--- config.mk ---
export PLATFORM = sky130hd
export DESIGN_NAME = fminmax_reduce_flat
export DESIGN_NICKNAME = d
export VERILOG_FILES = /design/src/rtl/fminmax_reduce_if.sv /design/src/rtl/fminmax_reduce.sv /design/src/flat_wrapper.sv
export SDC_FILE = /design/constraint.sdc
export NUM_CORES = 1
export LEC_CHECK = 0
export ABC_CLOCK_PERIOD_IN_PS = 4900
export CAP_MARGIN = 20
export CORE_MARGIN = 2
export CORE_UTILIZATION = 50
export DETAILED_ROUTE_END_ITERATION = 16
export PLACE_DENSITY = 0.75
export SYNTH_ARGS = -nofsm -noshare
export SYNTH_HDL_FRONTEND = slang
export SYNTH_SLANG_ARGS = --single-unit
--- constraint.sdc ---
create_clock -name clk -period 4.9 [get_ports clk]
set_clock_uncertainty 0.15 [all_clocks]
set_input_delay 0.98 -clock clk [delete_from_list [all_inputs] [get_ports clk]]
set_output_delay 0.98 -clock clk [all_outputs]
set_load 0.05 [all_outputs]
--- src/rtl/fminmax_reduce_if.sv ---
// fminmax_reduce_if: command, element stream and result handshake of the min/max reducer
interface fminmax_reduce_if #(
  parameter int EXP_W = 8,
  parameter int MAN_W = 23,
  parameter int CNT_W = 8
);
  localparam int DATA_W = 1 + EXP_W + MAN_W;
  logic              start;
  logic [CNT_W-1:0]  len;
  logic              Fmode;
  logic              in_valid;
  logic [DATA_W-1:0] in_data;
  logic              in_ready;
  logic              out_valid;
  logic              out_ready;
  logic [DATA_W-1:0] result_out;
  logic [CNT_W-1:0]  result_idx;
  logic              nan_flag;
  logic              empty_flag;
  logic              busy;
  modport master (
    output start, len, Fmode, in_valid, in_data, out_ready,
    input  in_ready, out_valid, result_out, result_idx, nan_flag, empty_flag, busy
  );
  modport slave (
    input  start, len, Fmode, in_valid, in_data, out_ready,
    output in_ready, out_valid, result_out, result_idx, nan_flag, empty_flag, busy
  );
endinterface

--- src/rtl/fminmax_reduce.sv ---
// fminmax_reduce: streaming floating-point max/min reduction with argmax/argmin index and NaN skipping
module fminmax_reduce #(
  parameter int EXP_W = 8,
  parameter int MAN_W = 23,
  parameter int CNT_W = 8
) (
  input logic              clk,
  input logic              rst_n,
  fminmax_reduce_if.slave  bus
);
  localparam int DATA_W = 1 + EXP_W + MAN_W;
  localparam logic [DATA_W-1:0] QNAN = {1'b0, {EXP_W{1'b1}}, 1'b1, {(MAN_W-1){1'b0}}};
  typedef enum logic [1:0] {IDLE, ACCUM, DONE} state_t;
  state_t            state_q, state_d;
  logic [CNT_W-1:0]  cnt_q, cnt_d, len_q, len_d, idx_q, idx_d;
  logic [DATA_W-1:0] acc_q, acc_d;
  logic              mode_q, mode_d, have_q, have_d, nan_q, nan_d, empty_q, empty_d;
  logic              in_nan, better;
  // Maps sign-magnitude onto an unsigned scale: negatives flip entirely, positives set the top bit
  function automatic logic [DATA_W-1:0] key(input logic [DATA_W-1:0] x);
    return x[DATA_W-1] ? ~x : {1'b1, x[DATA_W-2:0]};
  endfunction
  assign in_nan = (&bus.in_data[DATA_W-2:MAN_W]) && (|bus.in_data[MAN_W-1:0]);
  assign better = mode_q ? (key(bus.in_data) < key(acc_q)) : (key(bus.in_data) > key(acc_q));
  always_comb begin
    state_d = state_q;
    cnt_d   = cnt_q;
    len_d   = len_q;
    idx_d   = idx_q;
    acc_d   = acc_q;
    mode_d  = mode_q;
    have_d  = have_q;
    nan_d   = nan_q;
    empty_d = empty_q;
    case (state_q)
      IDLE: if (bus.start) begin
        state_d = (bus.len == '0) ? DONE : ACCUM;
        len_d   = bus.len;
        mode_d  = bus.Fmode;
        cnt_d   = '0;
        idx_d   = '0;
        acc_d   = (bus.len == '0) ? QNAN : '0;
        have_d  = 1'b0;
        nan_d   = 1'b0;
        empty_d = (bus.len == '0);
      end
      ACCUM: if (bus.in_valid) begin
        cnt_d = cnt_q + 1'b1;
        if (in_nan) nan_d = 1'b1;
        else if (!have_q || better) begin
          acc_d  = bus.in_data;
          idx_d  = cnt_q;
          have_d = 1'b1;
        end
        if (cnt_q == len_q - 1'b1) begin
          state_d = DONE;
          acc_d   = have_d ? acc_d : QNAN;
          idx_d   = have_d ? idx_d : '0;
        end
      end
      DONE: state_d = bus.out_ready ? IDLE : DONE;
      default: state_d = IDLE;
    endcase
  end
  always_ff @(posedge clk or negedge rst_n) begin
    if (!rst_n) begin
      state_q <= IDLE;
      cnt_q   <= '0;
      len_q   <= '0;
      idx_q   <= '0;
      acc_q   <= '0;
      mode_q  <= 1'b0;
      have_q  <= 1'b0;
      nan_q   <= 1'b0;
      empty_q <= 1'b0;
    end else begin
      state_q <= state_d;
      cnt_q   <= cnt_d;
      len_q   <= len_d;
      idx_q   <= idx_d;
      acc_q   <= acc_d;
      mode_q  <= mode_d;
      have_q  <= have_d;
      nan_q   <= nan_d;
      empty_q <= empty_d;
    end
  end
  assign bus.in_ready   = (state_q == ACCUM);
  assign bus.out_valid  = (state_q == DONE);
  assign bus.busy       = (state_q != IDLE);
  assign bus.result_out = acc_q;
  assign bus.result_idx = idx_q;
  assign bus.nan_flag   = nan_q;
  assign bus.empty_flag = empty_q;
endmodule

--- src/flat_wrapper.sv ---
// flat-port wrapper written by rule: the top's interface ports become plain ports
module fminmax_reduce_flat 
#(
  parameter int EXP_W = 8,
  parameter int MAN_W = 23,
  parameter int CNT_W = 8
)
  (clk, rst_n, bus_start, bus_len, bus_Fmode, bus_in_valid, bus_in_data, bus_out_ready, bus_in_ready, bus_out_valid, bus_result_out, bus_result_idx, bus_nan_flag, bus_empty_flag, bus_busy);
  fminmax_reduce_if #(.EXP_W(EXP_W), .MAN_W(MAN_W), .CNT_W(CNT_W)) bus_i ();
  input logic clk;
  input logic rst_n;
  input wire logic [$bits(bus_i.start)-1:0] bus_start;
  input wire logic [$bits(bus_i.len)-1:0] bus_len;
  input wire logic [$bits(bus_i.Fmode)-1:0] bus_Fmode;
  input wire logic [$bits(bus_i.in_valid)-1:0] bus_in_valid;
  input wire logic [$bits(bus_i.in_data)-1:0] bus_in_data;
  input wire logic [$bits(bus_i.out_ready)-1:0] bus_out_ready;
  output wire logic [$bits(bus_i.in_ready)-1:0] bus_in_ready;
  output wire logic [$bits(bus_i.out_valid)-1:0] bus_out_valid;
  output wire logic [$bits(bus_i.result_out)-1:0] bus_result_out;
  output wire logic [$bits(bus_i.result_idx)-1:0] bus_result_idx;
  output wire logic [$bits(bus_i.nan_flag)-1:0] bus_nan_flag;
  output wire logic [$bits(bus_i.empty_flag)-1:0] bus_empty_flag;
  output wire logic [$bits(bus_i.busy)-1:0] bus_busy;
  assign bus_i.start = bus_start;
  assign bus_i.len = bus_len;
  assign bus_i.Fmode = bus_Fmode;
  assign bus_i.in_valid = bus_in_valid;
  assign bus_i.in_data = bus_in_data;
  assign bus_i.out_ready = bus_out_ready;
  assign bus_in_ready = bus_i.in_ready;
  assign bus_out_valid = bus_i.out_valid;
  assign bus_result_out = bus_i.result_out;
  assign bus_result_idx = bus_i.result_idx;
  assign bus_nan_flag = bus_i.nan_flag;
  assign bus_empty_flag = bus_i.empty_flag;
  assign bus_busy = bus_i.busy;
  fminmax_reduce #(.EXP_W(EXP_W), .MAN_W(MAN_W), .CNT_W(CNT_W)) u_core (.clk(clk), .rst_n(rst_n), .bus(bus_i));
endmodule
==> Word level (Yosys, flattened, before mapping) <==
Cells that the tools add are included.
{ "word_totals": {"word_cells": 71, "ff_bits": 62} }
{ "classes": {"n_mux": 36, "reduce_logical": 13, "add_sub_neg": 2, "order_cmp": 2, "eq_ne": 7, "n_bitwise": 2} }
{ "ops": {"columns": ["operator", "count"], "rows": [
  ["32-bit 2-to-1 mux", 8],
  ["32-bit inverter", 2],
  ["32-bit case mux with 2 select lines", 1],
  ["8-bit 2-to-1 mux", 7],
  ["32-bit > comparator", 1],
  ["32-bit less-than comparator", 1],
  ["8-bit case mux with 2 select lines", 2],
  ["31-bit 2-to-1 mux", 1],
  ["23-bit OR reduction", 1],
  ["2-bit 2-to-1 mux", 5],
  ["1-bit 2-to-1 mux", 9],
  ["8-bit by 1-bit adder with 8-bit output (second input constant)", 1],
  ["8-bit == test", 1],
  ["8-bit zero test", 1],
  ["8-bit AND reduction", 1],
  ["8-bit by 1-bit subtractor with 8-bit output (second input constant)", 1],
  ["2-bit case mux with 3 select lines", 1],
  ["3-bit AND reduction", 2],
  ["2-bit by 1-bit inequality test with 1-bit output (second input constant)", 2],
  ["2-bit inequality test (second input constant)", 2],
  ["1-bit case mux with 2 select lines", 2],
  ["4-bit AND reduction", 1],
  ["2-bit nonzero test", 2],
  ["2-bit by 1-bit == test with 1-bit output (second input constant)", 1],
  ["other kinds (6)", 6]
]} }

==> Logic depth before layout (Yosys ltp) <==
Gate-level depths: netlist (run 1).
{ "depth": {"word_depth": 13, "depth_mapped": 12} }

==> Least setup slack after synthesis (run 1) <==
OpenSTA, ideal clock, no wires.
{ "synth_timing": {"path_type": "input to register", "from": "in bus_in_data[31]", "to": "reg u_core.idx_q[0] (netlist: u_core.bus.result_idx[0])", "t_arrival_ns": 3.792, "stages": 11, "setup_time_ns": 0.142, "slack_ns": 0.816, "required_time_ns": 4.608, "cell_sequence": "clkbuf_1 buf_1 xor2_1 ha_1 nand4_1 a2111oi_0 o31ai_1 a31oi_1 a211o_1 clkbuf_1 o32ai_1"} }
{ "synth_between": {"elab_chain_cells": 13, "elab_cells_between_ends": 16} }
{ "synth_rtl": {"columns": ["item", "line", "text"], "rows": [
  ["start, declared", "flat_wrapper.sv:16", "input wire logic [$bits(bus_i.in_data)-1:0] bus_in_data;"],
  ["32-bit inverter", "fminmax_reduce.sv:21", "return x[DATA_W-1] ? ~x : {1'b1, x[DATA_W-2:0]};"],
  ["32-bit 2-to-1 mux (*)", "fminmax_reduce.sv:21", null],
  ["32-bit > comparator or 32-bit less-than comparator (tied branches)", "fminmax_reduce.sv:24", "assign better = mode_q ? (key(bus.in_data) < key(acc_q)) : (key(bus.in_data) > key(acc_q));"],
  ["1-bit 2-to-1 mux (*)", "fminmax_reduce.sv:24", null],
  ["1-bit logical OR (*)", "fminmax_reduce.sv:50", "else if (!have_q || better) begin"],
  ["1-bit 2-to-1 mux", "fminmax_reduce.sv:50", null],
  ["1-bit 2-to-1 mux", "fminmax_reduce.sv:49", "if (in_nan) nan_d = 1'b1;"],
  ["1-bit 2-to-1 mux", "fminmax_reduce.sv:47", "ACCUM: if (bus.in_valid) begin"],
  ["1-bit 2-to-1 mux", "fminmax_reduce.sv:35", "case (state_q)"],
  ["8-bit 2-to-1 mux", "fminmax_reduce.sv:58", "idx_d = have_d ? idx_d : '0;"],
  ["8-bit 2-to-1 mux (*)", "fminmax_reduce.sv:55", "if (cnt_q == len_q - 1'b1) begin"],
  ["8-bit 2-to-1 mux (*)", "fminmax_reduce.sv:47", null],
  ["8-bit case mux with 2 select lines (*)", "fminmax_reduce.sv:35", null],
  ["end signal, assigned", "fminmax_reduce.sv:80", "idx_q <= idx_d;"],
  ["end, declared", "fminmax_reduce.sv:15", "logic [CNT_W-1:0] cnt_q, cnt_d, len_q, len_d, idx_q, idx_d;"]
]} }
Mark *: on every way between the ends. The rest lies on a longest branch, timed or not. The select of a mux whose other input is x is not followed.
A chain may end at the register's enable or synchronous reset.

==> Worst setup path in the final report (run 1) <==
{ "layout_timing": {"from": "in bus_in_data[1]", "to": "reg u_core.acc_q[7] (netlist: u_core.bus.result_out[7])"} }
{ "layout_between": {"elab_chain_cells": 13, "elab_cells_between_ends": 18} }
{ "layout_rtl": {"columns": ["item", "line", "text"], "rows": [
  ["32-bit inverter", "fminmax_reduce.sv:21", null],
  ["32-bit 2-to-1 mux", "fminmax_reduce.sv:21", null],
  ["32-bit > comparator or 32-bit less-than comparator (tied branches)", "fminmax_reduce.sv:24", null],
  ["1-bit 2-to-1 mux", "fminmax_reduce.sv:24", null],
  ["1-bit logical OR", "fminmax_reduce.sv:50", null],
  ["1-bit 2-to-1 mux", "fminmax_reduce.sv:50", null],
  ["1-bit 2-to-1 mux", "fminmax_reduce.sv:49", null],
  ["1-bit 2-to-1 mux", "fminmax_reduce.sv:47", null],
  ["1-bit 2-to-1 mux", "fminmax_reduce.sv:35", null],
  ["32-bit 2-to-1 mux", "fminmax_reduce.sv:57", "acc_d = have_d ? acc_d : QNAN;"],
  ["32-bit 2-to-1 mux (*)", "fminmax_reduce.sv:55", null],
  ["32-bit 2-to-1 mux (*)", "fminmax_reduce.sv:47", null],
  ["32-bit case mux with 2 select lines (*)", "fminmax_reduce.sv:35", null],
  ["end signal, assigned", "fminmax_reduce.sv:71", "acc_q <= '0;"],
  ["end signal, assigned", "fminmax_reduce.sv:81", "acc_q <= acc_d;"],
  ["end, declared", "fminmax_reduce.sv:16", "logic [DATA_W-1:0] acc_q, acc_d;"]
]} }
Marked as above.

==> metrics, run 1 <==
Max stage delay on crit path 0.85 ns; min cycle time layout 4.31 ns; number of fill cells 811; Highest Clock Rate 0.232 GHz; Power Total 0.00345 W; Critical Path Slowest Stage Cell a211o_1; Sequential Power Share 0.253; antenna cell count 0; pin count of the biggest net entering global routing 47; cell total after placement 701; clock power share 0.150; Min-Delay Path Class reg -> reg; Comb power frac 0.597; #FFs+latches synth 62; total CTS buffers 9; first-pass GRT wire length 19.7 mm; Slew headroom 0.311; status complete, no violations; Vias 4137; max-slew violations 0; # setup viols final 0; CTS Hold Bufs 0; Clk pin slew, worst setup/hold paths 0.07 ns; CTS resizes 0; Post-synth EDFFs 0; DR iter-0 viols 221; placed inst area 5620 um^2; Least-Margin Pin Slew 1.03 ns; Post-CTS Setup Repair Bufs 0; top post-synthesis cells by area dfrtp_1 34%, ha_1 9.2%, xnor2_1 8.2%; switching part of the total 0.472; Max VDD drop 408 uV; H-tree depth 3; leakage 2.41 nW; share of cells above drive strength 1 0.0711; CP Launch Type primary input; Max FO, Critical Path 31; post-route clock period utilization 0.880; Num Clock Sinks 62; port bufs 90; vias in the first global route 4040; Die Y 100 um; switching pwr 0.00163 W; flop2flop setup slack 1.07 ns; most common cell after layout, fill and taps aside clkdlybuf4s50_1; Longest Clk Path Bufs 2; vias per inst 5.78; Place WS 0.221 ns; CTS tree built; RSZ-0062 raised after global routing false; Detailed Routing Iterations Pass 1 4; synthesized area 4620 um^2; Core Area 9110 um^2; Top Ports 91; final RePlAce weighted congestion 0.835; Yosys top cell by area dfrtp_1; Final Hold Viols 0; detailed-route DRC error count 0; YS warnings 0; endpoint class of the critical path register; crit path DAT 4.33 ns; Pwr per Cell Area 591 nW/um^2; Final #Nets 681; cells along the critical path clkdlybuf4s50_1 -> xor2_1 -> ha_1 -> nor2b_1 -> o211ai_1 -> a2111oi_0 -> o31ai_1 -> a31oi_1 -> a211o_1 -> o32ai_1; fin cells 716; Net Count, Synth 597; wire length per cell 16.8 um; Placement Rows 35; Layout area overhead 26.5%; synthesized instance count 517; post-route antenna net violation count 0; register area share after synthesis 0.336; clk root buf clkbuf_8; Global Route Usage Sum 0.245; Crit path required time 4.92 ns; Crit Path Class in -> reg; Die ar. 10000 um^2; fin worst setup slack 0.590 ns; ys async rst share 1.00; Avg Cell Area, Syn 8.93 um^2; Multi-input gate area 2680 um^2; cell family with most CP delay compound AO/OA/AOI/OAI gates; die width 100 um; Max Cap Viol 0; most frequent cells in the layout 88 x clkdlybuf4s50_1, 69 x inv_1, 62 x dfrtp_1; Distinct cells, synth 43; prevailing post-synth register cell dfrtp_1; clk_lat worst skew 0.35 ns; final setup TNS 0 ns; design area 5840 um^2; FF+latch area 1550 um^2; Total Wirelength 12.0 mm; Critical path buffers and inverters 1; Pint 0.00182 W; initial core utilization 0.507; share of the synthesized area in the top cell type 0.336; initial antenna violation count 0; DPL Wire Length 8.65 mm; gr ovfl total 0
==> sequential cells by signal, indices dropped and copies added, names as in the netlist <==
| name | cells |
|---|---|
| u_core.bus.result_idx | 8 |
| u_core.len_q | 8 |
| u_core.have_q | 1 |
| u_core.bus.result_out | 32 |
| u_core.state_q | 2 |
| u_core.cnt_q | 8 |
| u_core.bus.nan_flag | 1 |
| u_core.mode_q | 1 |
| u_core.bus.empty_flag | 1 |
==> cells by family after synthesis <==
family	synth area share
AOI/OAI and AO/OA	0.198
adders and majority gates	0.0921
and+or+nand+nor	0.126
DFF	0.336
xor gates and xnor gates	0.144
muxes	0.0195
buffers and inverters	0.0840
==> per-stage QoR <==
stage | util | hold WS, ns
after CTS | 0.641 | 0.353
after global placement | 0.617 | 0.321
after detailed placement | 0.617 | 0.323
after global routing | 0.641 | 0.378
final | 0.641 | 0.350
after floorplan | - | 0.349
==> cell type report <==
cell class,instances,area share
multi-input cells,358,0.459
flip-flops and latches,62,0.266
repair buffers,101,0.169
inverters,69,0.0443
clock buffers,12,0.0266
well taps,111,0.0238
clock inverters,3,0.0116
==> per-layer routing <==
layer	GRT usage	part of all wire	vias up
met5	0	0	-
met4	0.0738	0.012	0
met3	0.0355	0.060	16
met2	0.408	0.48	132
met1	0.333	0.45	1987
li1	-	-	2002
==> worst register-to-register path, stage by stage (launching register included) <==
cell       delay (ns)
dfrtp_1          0.35
buf_4            0.33
xnor2_1          0.14
ha_1             0.32
nand4_1          0.17
a2111oi_0        0.65
o31ai_1          0.21
a31oi_1          0.25
a211o_1          0.85
o32ai_1          0.25
==> power groups by stage <==
stage / logic (W) / registers [W] / clock network [W]
finish: 0.00206 / 0.000873 / 0.000518
global route: 0.00225 / 0.000897 / 0.000545
CTS: 0.00206 / 0.000868 / 0.000520
detailed placement: 0.00205 / 0.000878 / 0
global placement: 0.00199 / 0.000869 / 0
floorplan: 0.00118 / 0.00117 / 0
==> cell usage after synthesis (12+ instances only) <==
cell	number
a211oi_1	20
a21oi_1	20
clkbuf_1	22
dfrtp_1	62
ha_1	34
inv_1	69
nand2_1	20
nand4_1	15
nor2_1	29
nor3_1	25
o21a_1	12
o21ai_0	18
o32ai_1	31
xnor2_1	43
xor2_1	33
==> path summary, 6_finish.rpt <==
kind                                              to                 startpoint  cells past startpoint
max                         u_core.bus.result_out[7]             bus_in_data[1]                     10
min in group asynchronous  u_core.bus.result_out[17]                      rst_n                      1
max reg2reg                 u_core.bus.result_out[7]  u_core.bus.result_out[31]                      9
min                            u_core.bus.empty_flag      u_core.bus.empty_flag                      1
min reg2reg                    u_core.bus.empty_flag      u_core.bus.empty_flag                      1
max in group asynchronous  u_core.bus.result_out[14]                      rst_n                      2
Power figures use the tool's default switching activity.
==> run 2: changes to the inputs <==
- CORE_UTILIZATION: 50 -> 35
- PLACE_DENSITY: 0.75 -> 0.55
==> metrics, run 2 (synthesis results as in run 1) <==
status complete, no violations; Post-CTS Setup Repair Bufs 0 (unchanged); Vias 4043 (-2.3%); leakage 2.47 nW (+2.4%); CTS resizes 0 (unchanged); Die ar. 14100 um^2 (+41%); Crit path required time 4.94 ns (+0.02 ns); met1 usage 0.250 (-0.0837); Highest Clock Rate 0.243 GHz (+4.9%); Pwr per Cell Area 605 nW/um^2 (+2.5%); grt peak-use layer met2; most common cell after layout, fill and taps aside clkdlybuf4s50_1; Total Wirelength 12.8 mm (+6.3%); met3 usage 0.0398 (+0.00424); Placement Rows 41 (+17%); total CTS buffers 9 (unchanged); antenna cell count 0 (unchanged); Slew headroom 0.370 (+0.0590); most frequent cells in the layout 88 x clkdlybuf4s50_1, 69 x inv_1, 62 x dfrtp_1; die width 119 um (+19%); vias in the first global route 4090 (+1.2%); final RePlAce weighted congestion 0.837 (+0.22%); port bufs 90 (unchanged); CP Launch Type primary input; min cycle time layout 4.11 ns (-0.199 ns); initial antenna violation count 0 (unchanged); Power Total 0.00365 W (+5.9%); max reg flops 32 (unchanged); fin worst setup slack 0.790 ns (+0.199 ns); Crit Path Class in -> reg; number of fill cells 1216 (+50%); initial core utilization 0.361 (-0.145); max-slew violations 0 (unchanged); gr ovfl total 0 (unchanged); clk root buf clkbuf_16; Max Cap Viol 0 (unchanged); Num Clock Sinks 62 (unchanged); Max FO, Critical Path 13 (-58%); Top Ports 91 (unchanged); Layout area overhead 30.7%; # setup viols final 0 (unchanged); DR iter-0 viols 185 (-16%); Place WS 0.456 ns (+0.235 ns); wire length per cell 16.4 um (-2.2%); H-tree depth 3 (unchanged); DPL Wire Length 9.32 mm (+7.8%); Core Area 12800 um^2 (+40%); CTS Hold Bufs 0 (unchanged); Detailed Routing Iterations Pass 1 4 (unchanged); endpoint class of the critical path register; post-route clock period utilization 0.839 (-0.0407); Longest Clk Path Bufs 2 (unchanged); Final #Nets 681 (unchanged); pin count of the biggest net entering global routing 47 (unchanged); Min-Delay Path Class reg -> reg; final setup TNS 0 ns (unchanged); first-pass GRT wire length 21.1 mm (+7.0%); crit path DAT 4.15 ns (-0.18 ns); final hold slack 0.334 ns (-0.0166 ns); post-route antenna net violation count 0 (unchanged); CTS tree built; clk_lat worst skew 0.33 ns (-0.02 ns); Global Route Usage Sum 0.186 (-0.0593); detailed-route DRC error count 0 (unchanged); Max VDD drop 446 uV (+9.1%); Die Y 119 um (+19%); Final Hold Viols 0 (unchanged); RSZ-0062 raised after global routing false; vias per inst 5.20 (-10%); Global Route met2 Usage 0.303 (-0.105); share of cells above drive strength 1 0.0743 (+0.00318); Clk pin slew, worst setup/hold paths 0.05 ns (-0.02 ns); Least-Margin Pin Slew 0.942 ns (-0.0920 ns)
==> run 2: changes by cell type in the layout (fill, tap and decap cells not counted), sizes merged <==
cell    change
clkbuf      -3
bufinv      +1
clkinv      +3
==> run 2: layout make-up <==
| class | instances | area, um^2 | area share |
|---|---|---|---|
| clock buffers | 9 | 225 | 0.0373 |
| multi-input cells | 358 | 2680 | 0.445 |
| repair buffers | 101 | 986 | 0.163 |
| clock inverters | 7 | 113 | 0.0187 |
| inverters | 69 | 259 | 0.0429 |
| well taps | 172 | 215 | 0.0357 |
| flip-flops and latches | 62 | 1550 | 0.257 |
==> run 2: where the power goes <==
| group | internal [W] | total (W) | switching, W |
|---|---|---|---|
| Sequential | 0.000670 | 0.000877 | 0.000207 |
| Combinational | 0.000836 | 0.00205 | 0.00121 |
| Clock | 0.000494 | 0.000730 | 0.000236 |
==> run 2: stage by stage <==
stage / util / instance area, um^2 / std cells
after floorplan: - / 4620 / 517
after global placement: 0.446 / 5690 / 762
after detailed placement: 0.446 / 5690 / 762
after CTS: 0.472 / 6030 / 778
after global routing: 0.472 / 6030 / 778
final: 0.472 / 6030 / 778
==> run 2: worst paths after layout <==
kind / start / endpoint / slack (ns) / cells past startpoint
hold reg to reg: u_core.bus.empty_flag / u_core.bus.empty_flag / 0.33 / 1
setup / recovery: bus_in_data[31] / u_core.bus.result_out[8] / 0.79 / 11
min in group asynchronous: rst_n / u_core.bus.result_out[18] / 0.55 / 1
max in group asynchronous: rst_n / u_core.len_q[6] / 3.13 / 2
hold / removal: u_core.bus.empty_flag / u_core.bus.empty_flag / 0.33 / 1
setup reg to reg: u_core.bus.result_out[31] / u_core.bus.result_out[8] / 1.15 / 11
==> run 2: critical path, stage by stage <==
cell       delay [ns]
buf_2            0.35
buf_4            0.32
xor2_1           0.10
ha_1             0.32
nand4_1          0.18
a2111oi_0        0.55
o31ai_1          0.22
a21o_1           0.28
a211oi_4         0.46
buf_4            0.29
o32ai_1          0.10
==> run 2: per-layer routing <==
| metal | vias up | part of all wire |
|---|---|---|
| li1 | 1993 | - |
| met4 | 0 | 0.0084 |
| met2 | 104 | 0.48 |
| met1 | 1936 | 0.47 |
| met3 | 10 | 0.041 |
| met5 | - | 0 |
